==> src/rtl/axil_rr_arbiter.sv <==
// axil_rr_arbiter: round-robin MASTER_NUM:1 AXI4-Lite arbiter.
// Write (AW/W/B) and read (AR/R) channels are arbitrated independently, one
// outstanding transaction per channel. Grants are registered one-hot vectors.
// Ports:
//   clk_i, rstn_i         clock, asynchronous active-low reset
//   s_axil_*              per-master slave ports (packed [MASTER_NUM-1:0] arrays)
//   m_axil_*              single master port toward the shared slave
//   wr_grant_o/rd_grant_o one-hot current owner per channel, 0 when idle
// Optional feature macro: AXIL_ARB_TIMEOUT_EN (response watchdog returning
// SLVERR after TIMEOUT_CYCLES, then draining the late response).
module axil_rr_arbiter #(
    parameter int unsigned MASTER_NUM     = 2,
    parameter int unsigned ADDR_WIDTH     = 32,
    parameter int unsigned DATA_WIDTH     = 32,
    parameter int unsigned TIMEOUT_CYCLES = 1024
) (
    input  logic                                   clk_i,
    input  logic                                   rstn_i,
    input  logic [MASTER_NUM-1:0][ADDR_WIDTH-1:0]  s_axil_awaddr_i,
    input  logic [MASTER_NUM-1:0]                  s_axil_awvalid_i,
    output logic [MASTER_NUM-1:0]                  s_axil_awready_o,
    input  logic [MASTER_NUM-1:0][DATA_WIDTH-1:0]  s_axil_wdata_i,
    input  logic [MASTER_NUM-1:0][DATA_WIDTH/8-1:0] s_axil_wstrb_i,
    input  logic [MASTER_NUM-1:0]                  s_axil_wvalid_i,
    output logic [MASTER_NUM-1:0]                  s_axil_wready_o,
    output logic [MASTER_NUM-1:0][1:0]             s_axil_bresp_o,
    output logic [MASTER_NUM-1:0]                  s_axil_bvalid_o,
    input  logic [MASTER_NUM-1:0]                  s_axil_bready_i,
    input  logic [MASTER_NUM-1:0][ADDR_WIDTH-1:0]  s_axil_araddr_i,
    input  logic [MASTER_NUM-1:0]                  s_axil_arvalid_i,
    output logic [MASTER_NUM-1:0]                  s_axil_arready_o,
    output logic [MASTER_NUM-1:0][DATA_WIDTH-1:0]  s_axil_rdata_o,
    output logic [MASTER_NUM-1:0][1:0]             s_axil_rresp_o,
    output logic [MASTER_NUM-1:0]                  s_axil_rvalid_o,
    input  logic [MASTER_NUM-1:0]                  s_axil_rready_i,
    output logic [ADDR_WIDTH-1:0]                  m_axil_awaddr_o,
    output logic                                   m_axil_awvalid_o,
    input  logic                                   m_axil_awready_i,
    output logic [DATA_WIDTH-1:0]                  m_axil_wdata_o,
    output logic [DATA_WIDTH/8-1:0]                m_axil_wstrb_o,
    output logic                                   m_axil_wvalid_o,
    input  logic                                   m_axil_wready_i,
    input  logic [1:0]                             m_axil_bresp_i,
    input  logic                                   m_axil_bvalid_i,
    output logic                                   m_axil_bready_o,
    output logic [ADDR_WIDTH-1:0]                  m_axil_araddr_o,
    output logic                                   m_axil_arvalid_o,
    input  logic                                   m_axil_arready_i,
    input  logic [DATA_WIDTH-1:0]                  m_axil_rdata_i,
    input  logic [1:0]                             m_axil_rresp_i,
    input  logic                                   m_axil_rvalid_i,
    output logic                                   m_axil_rready_o,
    output logic [MASTER_NUM-1:0]                  wr_grant_o,
    output logic [MASTER_NUM-1:0]                  rd_grant_o
);

    localparam int unsigned PTR_W       = (MASTER_NUM > 1) ? $clog2(MASTER_NUM) : 1;
    localparam logic [1:0]  RESP_SLVERR = 2'b10;

    if (MASTER_NUM < 2 || TIMEOUT_CYCLES < 1 || (DATA_WIDTH % 8) != 0) begin : g_param_check
        $error("axil_rr_arbiter: illegal parameter combination");
    end

`ifdef AXIL_ARB_TIMEOUT_EN
    localparam int unsigned CNT_W = $clog2(TIMEOUT_CYCLES + 1);
    typedef enum logic [1:0] {W_IDLE, W_ADDR, W_RESP, W_DRAIN} wr_state_t;
    typedef enum logic [1:0] {R_IDLE, R_ADDR, R_DATA, R_DRAIN} rd_state_t;
    logic [CNT_W-1:0] r_wr_cnt, w_wr_cnt_nx, r_rd_cnt, w_rd_cnt_nx;
`else
    typedef enum logic [1:0] {W_IDLE, W_ADDR, W_RESP} wr_state_t;
    typedef enum logic [1:0] {R_IDLE, R_ADDR, R_DATA} rd_state_t;
`endif

    wr_state_t             r_wr_state, w_wr_state_nx;
    rd_state_t             r_rd_state, w_rd_state_nx;
    logic [MASTER_NUM-1:0] r_wr_grant, w_wr_grant_nx, r_rd_grant, w_rd_grant_nx;
    logic [PTR_W-1:0]      r_wr_owner, w_wr_owner_nx, r_wr_ptr, w_wr_ptr_nx, w_wr_win;
    logic [PTR_W-1:0]      r_rd_owner, w_rd_owner_nx, r_rd_ptr, w_rd_ptr_nx, w_rd_win;
    logic                  r_aw_done, w_aw_done_nx, r_w_done, w_w_done_nx;
    logic                  w_aw_open, w_w_open, w_ar_open;
    logic                  w_aw_hs, w_w_hs, w_b_hs, w_ar_hs, w_r_hs;
    logic                  w_wr_to, w_rd_to, w_wr_drain, w_rd_drain;

`ifdef AXIL_ARB_TIMEOUT_EN
    assign w_wr_to    = (r_wr_state == W_RESP) && (r_wr_cnt == CNT_W'(TIMEOUT_CYCLES));
    assign w_rd_to    = (r_rd_state == R_DATA) && (r_rd_cnt == CNT_W'(TIMEOUT_CYCLES));
    assign w_wr_drain = (r_wr_state == W_DRAIN);
    assign w_rd_drain = (r_rd_state == R_DRAIN);
`else
    assign w_wr_to    = 1'b0;
    assign w_rd_to    = 1'b0;
    assign w_wr_drain = 1'b0;
    assign w_rd_drain = 1'b0;
`endif

    // Round-robin pick: descending scan so the requester nearest ptr+1 wins last.
    always_comb begin : rr_pick
        logic [PTR_W-1:0] v_idx;
        w_wr_win = r_wr_ptr;
        w_rd_win = r_rd_ptr;
        for (int k = int'(MASTER_NUM); k >= 1; k--) begin
            v_idx = PTR_W'((int'(r_wr_ptr) + k) % int'(MASTER_NUM));
            if (s_axil_awvalid_i[v_idx]) w_wr_win = v_idx;
            v_idx = PTR_W'((int'(r_rd_ptr) + k) % int'(MASTER_NUM));
            if (s_axil_arvalid_i[v_idx]) w_rd_win = v_idx;
        end
    end

    // Write channel muxing toward the owner only.
    assign w_aw_open        = (r_wr_state == W_ADDR) && !r_aw_done;
    assign w_w_open         = (r_wr_state == W_ADDR) && !r_w_done;
    assign m_axil_awaddr_o  = s_axil_awaddr_i[r_wr_owner];
    assign m_axil_awvalid_o = w_aw_open && s_axil_awvalid_i[r_wr_owner];
    assign m_axil_wdata_o   = s_axil_wdata_i[r_wr_owner];
    assign m_axil_wstrb_o   = s_axil_wstrb_i[r_wr_owner];
    assign m_axil_wvalid_o  = w_w_open && s_axil_wvalid_i[r_wr_owner];
    assign w_aw_hs          = m_axil_awvalid_o && m_axil_awready_i;
    assign w_w_hs           = m_axil_wvalid_o && m_axil_wready_i;
    assign s_axil_awready_o = r_wr_grant & {MASTER_NUM{w_aw_open && m_axil_awready_i}};
    assign s_axil_wready_o  = r_wr_grant & {MASTER_NUM{w_w_open && m_axil_wready_i}};
    assign m_axil_bready_o  = ((r_wr_state == W_RESP) && !w_wr_to && s_axil_bready_i[r_wr_owner])
                              || w_wr_drain;
    assign s_axil_bvalid_o  = r_wr_grant & {MASTER_NUM{(r_wr_state == W_RESP) && (w_wr_to || m_axil_bvalid_i)}};
    assign s_axil_bresp_o   = {MASTER_NUM{w_wr_to ? RESP_SLVERR : m_axil_bresp_i}};
    assign w_b_hs           = (r_wr_state == W_RESP) && s_axil_bready_i[r_wr_owner]
                              && (w_wr_to || m_axil_bvalid_i);
    assign wr_grant_o       = r_wr_grant;

    // Read channel muxing toward the owner only.
    assign w_ar_open        = (r_rd_state == R_ADDR);
    assign m_axil_araddr_o  = s_axil_araddr_i[r_rd_owner];
    assign m_axil_arvalid_o = w_ar_open && s_axil_arvalid_i[r_rd_owner];
    assign w_ar_hs          = m_axil_arvalid_o && m_axil_arready_i;
    assign s_axil_arready_o = r_rd_grant & {MASTER_NUM{w_ar_open && m_axil_arready_i}};
    assign m_axil_rready_o  = ((r_rd_state == R_DATA) && !w_rd_to && s_axil_rready_i[r_rd_owner])
                              || w_rd_drain;
    assign s_axil_rvalid_o  = r_rd_grant & {MASTER_NUM{(r_rd_state == R_DATA) && (w_rd_to || m_axil_rvalid_i)}};
    assign s_axil_rresp_o   = {MASTER_NUM{w_rd_to ? RESP_SLVERR : m_axil_rresp_i}};
    assign s_axil_rdata_o   = {MASTER_NUM{w_rd_to ? DATA_WIDTH'(0) : m_axil_rdata_i}};
    assign w_r_hs           = (r_rd_state == R_DATA) && s_axil_rready_i[r_rd_owner]
                              && (w_rd_to || m_axil_rvalid_i);
    assign rd_grant_o       = r_rd_grant;

    // Write FSM next state.
    always_comb begin : wr_next
        w_wr_state_nx = r_wr_state;
        w_wr_grant_nx = r_wr_grant;
        w_wr_owner_nx = r_wr_owner;
        w_wr_ptr_nx   = r_wr_ptr;
        w_aw_done_nx  = r_aw_done;
        w_w_done_nx   = r_w_done;
`ifdef AXIL_ARB_TIMEOUT_EN
        w_wr_cnt_nx   = '0;
`endif
        case (r_wr_state)
            W_IDLE: begin
                if (|s_axil_awvalid_i) begin
                    w_wr_state_nx = W_ADDR;
                    w_wr_owner_nx = w_wr_win;
                    w_wr_grant_nx = MASTER_NUM'(1) << w_wr_win;
                    w_aw_done_nx  = 1'b0;
                    w_w_done_nx   = 1'b0;
                end
            end
            W_ADDR: begin
                w_aw_done_nx = r_aw_done | w_aw_hs;
                w_w_done_nx  = r_w_done | w_w_hs;
                if (w_aw_done_nx && w_w_done_nx) w_wr_state_nx = W_RESP;
            end
            W_RESP: begin
                if (w_b_hs) begin
                    w_wr_ptr_nx   = r_wr_owner;
                    w_wr_grant_nx = '0;
`ifdef AXIL_ARB_TIMEOUT_EN
                    w_wr_state_nx = w_wr_to ? W_DRAIN : W_IDLE;
                end else if (!w_wr_to && !m_axil_bvalid_i) begin
                    w_wr_cnt_nx   = r_wr_cnt + CNT_W'(1);
                end else begin
                    w_wr_cnt_nx   = r_wr_cnt;
`else
                    w_wr_state_nx = W_IDLE;
`endif
                end
            end
`ifdef AXIL_ARB_TIMEOUT_EN
            W_DRAIN: begin
                if (m_axil_bvalid_i) w_wr_state_nx = W_IDLE;
            end
`endif
            default: w_wr_state_nx = W_IDLE;
        endcase
    end

    // Read FSM next state.
    always_comb begin : rd_next
        w_rd_state_nx = r_rd_state;
        w_rd_grant_nx = r_rd_grant;
        w_rd_owner_nx = r_rd_owner;
        w_rd_ptr_nx   = r_rd_ptr;
`ifdef AXIL_ARB_TIMEOUT_EN
        w_rd_cnt_nx   = '0;
`endif
        case (r_rd_state)
            R_IDLE: begin
                if (|s_axil_arvalid_i) begin
                    w_rd_state_nx = R_ADDR;
                    w_rd_owner_nx = w_rd_win;
                    w_rd_grant_nx = MASTER_NUM'(1) << w_rd_win;
                end
            end
            R_ADDR: begin
                if (w_ar_hs) w_rd_state_nx = R_DATA;
            end
            R_DATA: begin
                if (w_r_hs) begin
                    w_rd_ptr_nx   = r_rd_owner;
                    w_rd_grant_nx = '0;
`ifdef AXIL_ARB_TIMEOUT_EN
                    w_rd_state_nx = w_rd_to ? R_DRAIN : R_IDLE;
                end else if (!w_rd_to && !m_axil_rvalid_i) begin
                    w_rd_cnt_nx   = r_rd_cnt + CNT_W'(1);
                end else begin
                    w_rd_cnt_nx   = r_rd_cnt;
`else
                    w_rd_state_nx = R_IDLE;
`endif
                end
            end
`ifdef AXIL_ARB_TIMEOUT_EN
            R_DRAIN: begin
                if (m_axil_rvalid_i) w_rd_state_nx = R_IDLE;
            end
`endif
            default: w_rd_state_nx = R_IDLE;
        endcase
    end

    // State registers; pointers reset to the last master so master 0 wins first.
    always_ff @(posedge clk_i or negedge rstn_i) begin : state_regs
        if (!rstn_i) begin
            r_wr_state <= W_IDLE;
            r_wr_grant <= '0;
            r_wr_owner <= '0;
            r_wr_ptr   <= PTR_W'(MASTER_NUM - 1);
            r_aw_done  <= 1'b0;
            r_w_done   <= 1'b0;
            r_rd_state <= R_IDLE;
            r_rd_grant <= '0;
            r_rd_owner <= '0;
            r_rd_ptr   <= PTR_W'(MASTER_NUM - 1);
`ifdef AXIL_ARB_TIMEOUT_EN
            r_wr_cnt   <= '0;
            r_rd_cnt   <= '0;
`endif
        end else begin
            r_wr_state <= w_wr_state_nx;
            r_wr_grant <= w_wr_grant_nx;
            r_wr_owner <= w_wr_owner_nx;
            r_wr_ptr   <= w_wr_ptr_nx;
            r_aw_done  <= w_aw_done_nx;
            r_w_done   <= w_w_done_nx;
            r_rd_state <= w_rd_state_nx;
            r_rd_grant <= w_rd_grant_nx;
            r_rd_owner <= w_rd_owner_nx;
            r_rd_ptr   <= w_rd_ptr_nx;
`ifdef AXIL_ARB_TIMEOUT_EN
            r_wr_cnt   <= w_wr_cnt_nx;
            r_rd_cnt   <= w_rd_cnt_nx;
`endif
        end
    end

endmodule

==> config.mk <==
export PLATFORM = sky130hd
export DESIGN_NAME = axil_rr_arbiter
export DESIGN_NICKNAME = d
export VERILOG_FILES = /design/src/rtl/axil_rr_arbiter.sv
export SDC_FILE = /design/constraint.sdc
export NUM_CORES = 1
export LEC_CHECK = 0
export CAP_MARGIN = 25
export CORE_AREA = 2 2 170 172
export CTS_BUF_LIST = sky130_fd_sc_hd__clkbuf_8
export DETAILED_ROUTE_END_ITERATION = 6
export DIE_AREA = 0 0 172 174
export GPL_ROUTABILITY_DRIVEN = 0
export PLACE_DENSITY_LB_ADDON = 0.1
export SLEW_MARGIN = 20
export SYNTH_ARGS = -nofsm -noshare
export SYNTH_HDL_FRONTEND = slang
export SYNTH_SLANG_ARGS = --single-unit
==> constraint.sdc <==
create_clock -name clk_i -period 1.5 [get_ports clk_i]
set_input_delay 0.375 -clock clk_i [delete_from_list [all_inputs] [get_ports clk_i]]
set_output_delay 0.375 -clock clk_i [all_outputs]
set_load 0.02 [all_outputs]
==> metrics.cfg, run 1 <==
[status]
outcome = finished, violations left
failed_checks = negative setup slack

[logic_synthesis]
syn_avg_cell_area_sq_um = 9.582
synth.distinct_cells = 29
syn-cell-area_sq_um = 2577
yosysSeqAreaShare_pct = 13.69
ys_warn_count = 0
synth.ff_latch_count = 14
syn-num-nets = 522
synthesis.instances = 269

[worst_setup_path]
critical_path.startpoint_type = flip-flop
cp_slowest_cell = dfrtp_4
crit_type = flip-flop to output pin
crit_fanout = 7
crit_chain = clkbuf_16 > buf_8 > mux2_4 > buf_12
max_stage_delay_ps = 560
end_kind = output pin
cp_data_arrival_time_ps = 1610
cp.required_ps = 1120

[sta]
grt_setup_unrepaired = true
skew_ps = 4.328
relSlewSlack_pct = 76.39
worst_pin_slew_ps = 353.3
post-route-min-period_ps = 1984
slew_violations = 0
max_freq_mhz = 504.1
setup_ws_ps = -483.7
finalHoldViolCount = 0
setup_viol_count_final = 124
period_share_pct = 132.2
holdWs_ps = 443.0

[drt]
vias = 3364
postRouteAntennaNets = 0
wl_per_cell_um = 17.37
initialDrtViolationCount = 41
viasPerCell = 3.391
drc = 0
drt_wl_total_um = 17230
dr.pass1.iters = 4

[global_route]
grt_max_degree = 15
grt_pass1_wl_um = 22890
grt_usage_pct = 10.27
overflow = 0
grt_pass1_vias = 3668
grt_antenna_before_repair = 3

[placement]
port_buffers = 335
dp_hpwl_um = 13840
post-place-ws_ps = -782.7
dp_cells = 943

[power]
internal_power_mw = 6.617
pwr-share-seq_pct = 7.6
switching_share_pct = 39.82
power_mw = 11.00
power_switching_mw = 4.379
clock_power_share_pct = 3.5
p_leak_nw = 3.092
power.density_nw_per_um2 = 1535
power_frac_comb_pct = 88.9
irDropWorstVdd_uv = 700.3

[clock_network]
root_buffer = clkbuf_8
hold_buffers = 0
clock-sinks = 14
cts_max_level = 1
tritoncts = done
clock_latency_ps = 250
cts_buffers = 3
clk_path_buf_depth = 2
clkSlewWorstSetupHoldPaths_ps = 70

[cells_and_area]
syn_to_final_growth_pct = 177.9
drive_gt1_share_pct = 57.83
instances_no_fill = 992
nets = 861

[floorplan]
die_w_um = 172
core_area_sq_um = 28240
fp.dieH_um = 174
initial_utilization_pct = 9.128
num_io_pins = 444
fp-row-count = 62
die_area_sq_um = 29930

[worst_hold_path]
hold_class = primary input to async pin

[flow_run]
maxCapViolCount = 0

[what timing repair did]
| item | CTS | global route |
|---|---|---|
| setup endpoints to repair | 130 | 129 |
| buffers inserted | 21 | 22 |
| pin swaps | 7 | 11 |
| gates resized for setup | 487 | 253 |
| cloned | 4 | 3 |
[cells by family (layout without fill, tap and decap cells)]
family | count (synthesis) | in the layout | share of synthesized area [%]
AOI/OAI and AO/OA | 18 | 18 | 5.874
buffers and inverters | 89 | 427 | 24.32
DFF | 14 | 14 | 13.69
muxes | 109 | 109 | 47.62
other | 0 | 1 | 0
and+or+nand+nor | 39 | 39 | 8.495
[power by group through the flow]
stage	Clock, mW	Combinational [mW]	Sequential (mW)
global placement	0	7.36	0.783
global route	0.416	10.4	0.871
CTS	0.397	8.31	0.796
floorplan	0	3.91	0.781
detailed placement	0	7.33	0.778
finish	0.384	9.77	0.841
[state kept, by name, indices dropped and copies added, names as in the netlist]
register,cells
r_rd_state,2
r_aw_done,1
r_wr_owner,1
r_rd_ptr,1
r_wr_ptr,1
r_w_done,1
r_wr_state,2
wr_grant_o,2
r_rd_owner,1
rd_grant_o,2
[cell usage in the layout, fill, tap and decap left out, types with 2 or more instances in the layout]
cell,count
clkbuf_8,4
dfrtp_2,3
buf_2,16
nand2_1,2
mux2_2,56
nand2b_1,3
buf_6,106
mux2_4,50
buf_16,3
nor2_4,3
inv_1,4
dfrtp_1,8
buf_4,54
nor2_1,4
or2_2,2
buf_12,7
dlymetal6s2s_1,3
dlygate4sd2_1,5
and2_4,2
clkbuf_16,3
dfstp_2,2
clkbuf_2,6
nor2b_4,3
buf_8,5
a32o_1,3
a21o_1,2
nand3b_1,2
a21oi_1,2
clkdlybuf4s50_1,210
and3_4,9
[layer usage]
layer,share of wire (%),GRT usage (%)
met2,55,20.77
met5,0.15,0
met3,12,4.485
met1,32,9.492
met4,1.0,1.296
[cell usage after synthesis]
cell type,count,area (sq um)
a31o_2,2,17.52
nor3_1,2,10.01
buf_4,72,540.5
o32ai_1,2,17.52
nor2_1,8,30.03
a21oi_1,2,10.01
o2bb2ai_1,1,8.760
nand2b_1,4,25.02
mux2i_1,3,30.03
dfstp_2,2,52.55
o21bai_1,1,7.510
mux2_2,105,1182
buf_2,12,60.06
a21o_1,2,15.01
or3_1,2,12.51
a32o_1,4,40.04
nand3b_1,2,15.01
o21ai_0,1,5.000
and2_1,2,12.51
inv_1,4,15.01
or2_2,3,18.77
nor2b_1,5,31.28
and3_1,9,56.30
mux2_4,1,15.01
dfrtp_1,12,300.3
nand2_1,2,7.510
a211oi_2,1,12.51
buf_6,1,11.26
a2111oi_0,2,17.52
[final cells by class]
class,count,area [sq um]
Fill cell,3062,21070
Tap cell,384,480.5
Multi-Input combinational cell,166,1974
Sequential cell,14,360.3
Antenna cell,1,2.502
Timing Repair Buffer,419,4275
Inverter,4,15.01
Clock buffer,4,55.05
[critical path: cells and delay by family, from the launching register on]
| kind | cells | cell delay [ps] |
|---|---|---|
| flops | 1 | 560 |
| buf+inv | 3 | 480 |
| mux | 1 | 310 |
[stage by stage]
stage	instance area, sq um	util [%]	TNS [ps]
floorplan	2577	-	0
global placement	6128	21.70	-57060
detailed placement	6128	21.70	-57570
CTS	6477	22.94	-46800
global route	7161	25.36	-47770
finish	7163	25.37	-41270
[final timing paths]
check	endpoint	cells after the start	from	slack [ps]
worst max-delay path	m_axil_awaddr_o[2]	4	r_wr_owner$_DFFE_PN0P_	-480
worst min-delay path	rd_grant_o[1]$_DFFE_PN0P_	2	rstn_i	440
worst max register to register	r_wr_state[1]$_DFFE_PN0P_	5	r_wr_owner$_DFFE_PN0P_	-300
worst min register to register	rd_grant_o[0]$_DFFE_PN0P_	1	rd_grant_o[0]$_DFFE_PN0P_	600
max in group asynchronous	r_wr_ptr$_DFFE_PN1P_	2	rstn_i	800
min in group clk_i	rd_grant_o[0]$_DFFE_PN0P_	1	rd_grant_o[0]$_DFFE_PN0P_	600
Power figures use the tool's default switching activity.
==> run 2: changes to the inputs <==
--- a/config.mk
+++ b/config.mk
@@ -8,6 +8,7 @@
 export CAP_MARGIN = 25
 export CORE_AREA = 2 2 170 172
 export CTS_BUF_LIST = sky130_fd_sc_hd__clkbuf_8
+export CTS_CLUSTER_SIZE = 30
 export DETAILED_ROUTE_END_ITERATION = 6
 export DIE_AREA = 0 0 172 174
 export GPL_ROUTABILITY_DRIVEN = 0
==> results of run 2 <==
The final DEF is identical to that of run 1; final timing and power are the same.
==> run 3: changes to the inputs <==
--- a/config.mk
+++ b/config.mk
@@ -5,6 +5,7 @@
 export SDC_FILE = /design/constraint.sdc
 export NUM_CORES = 1
 export LEC_CHECK = 0
+export ABC_CLOCK_PERIOD_IN_PS = 1500
 export CAP_MARGIN = 25
 export CORE_AREA = 2 2 170 172
 export CTS_BUF_LIST = sky130_fd_sc_hd__clkbuf_8
==> results of run 3 <==
The final DEF is identical to that of run 1; final timing and power are the same.
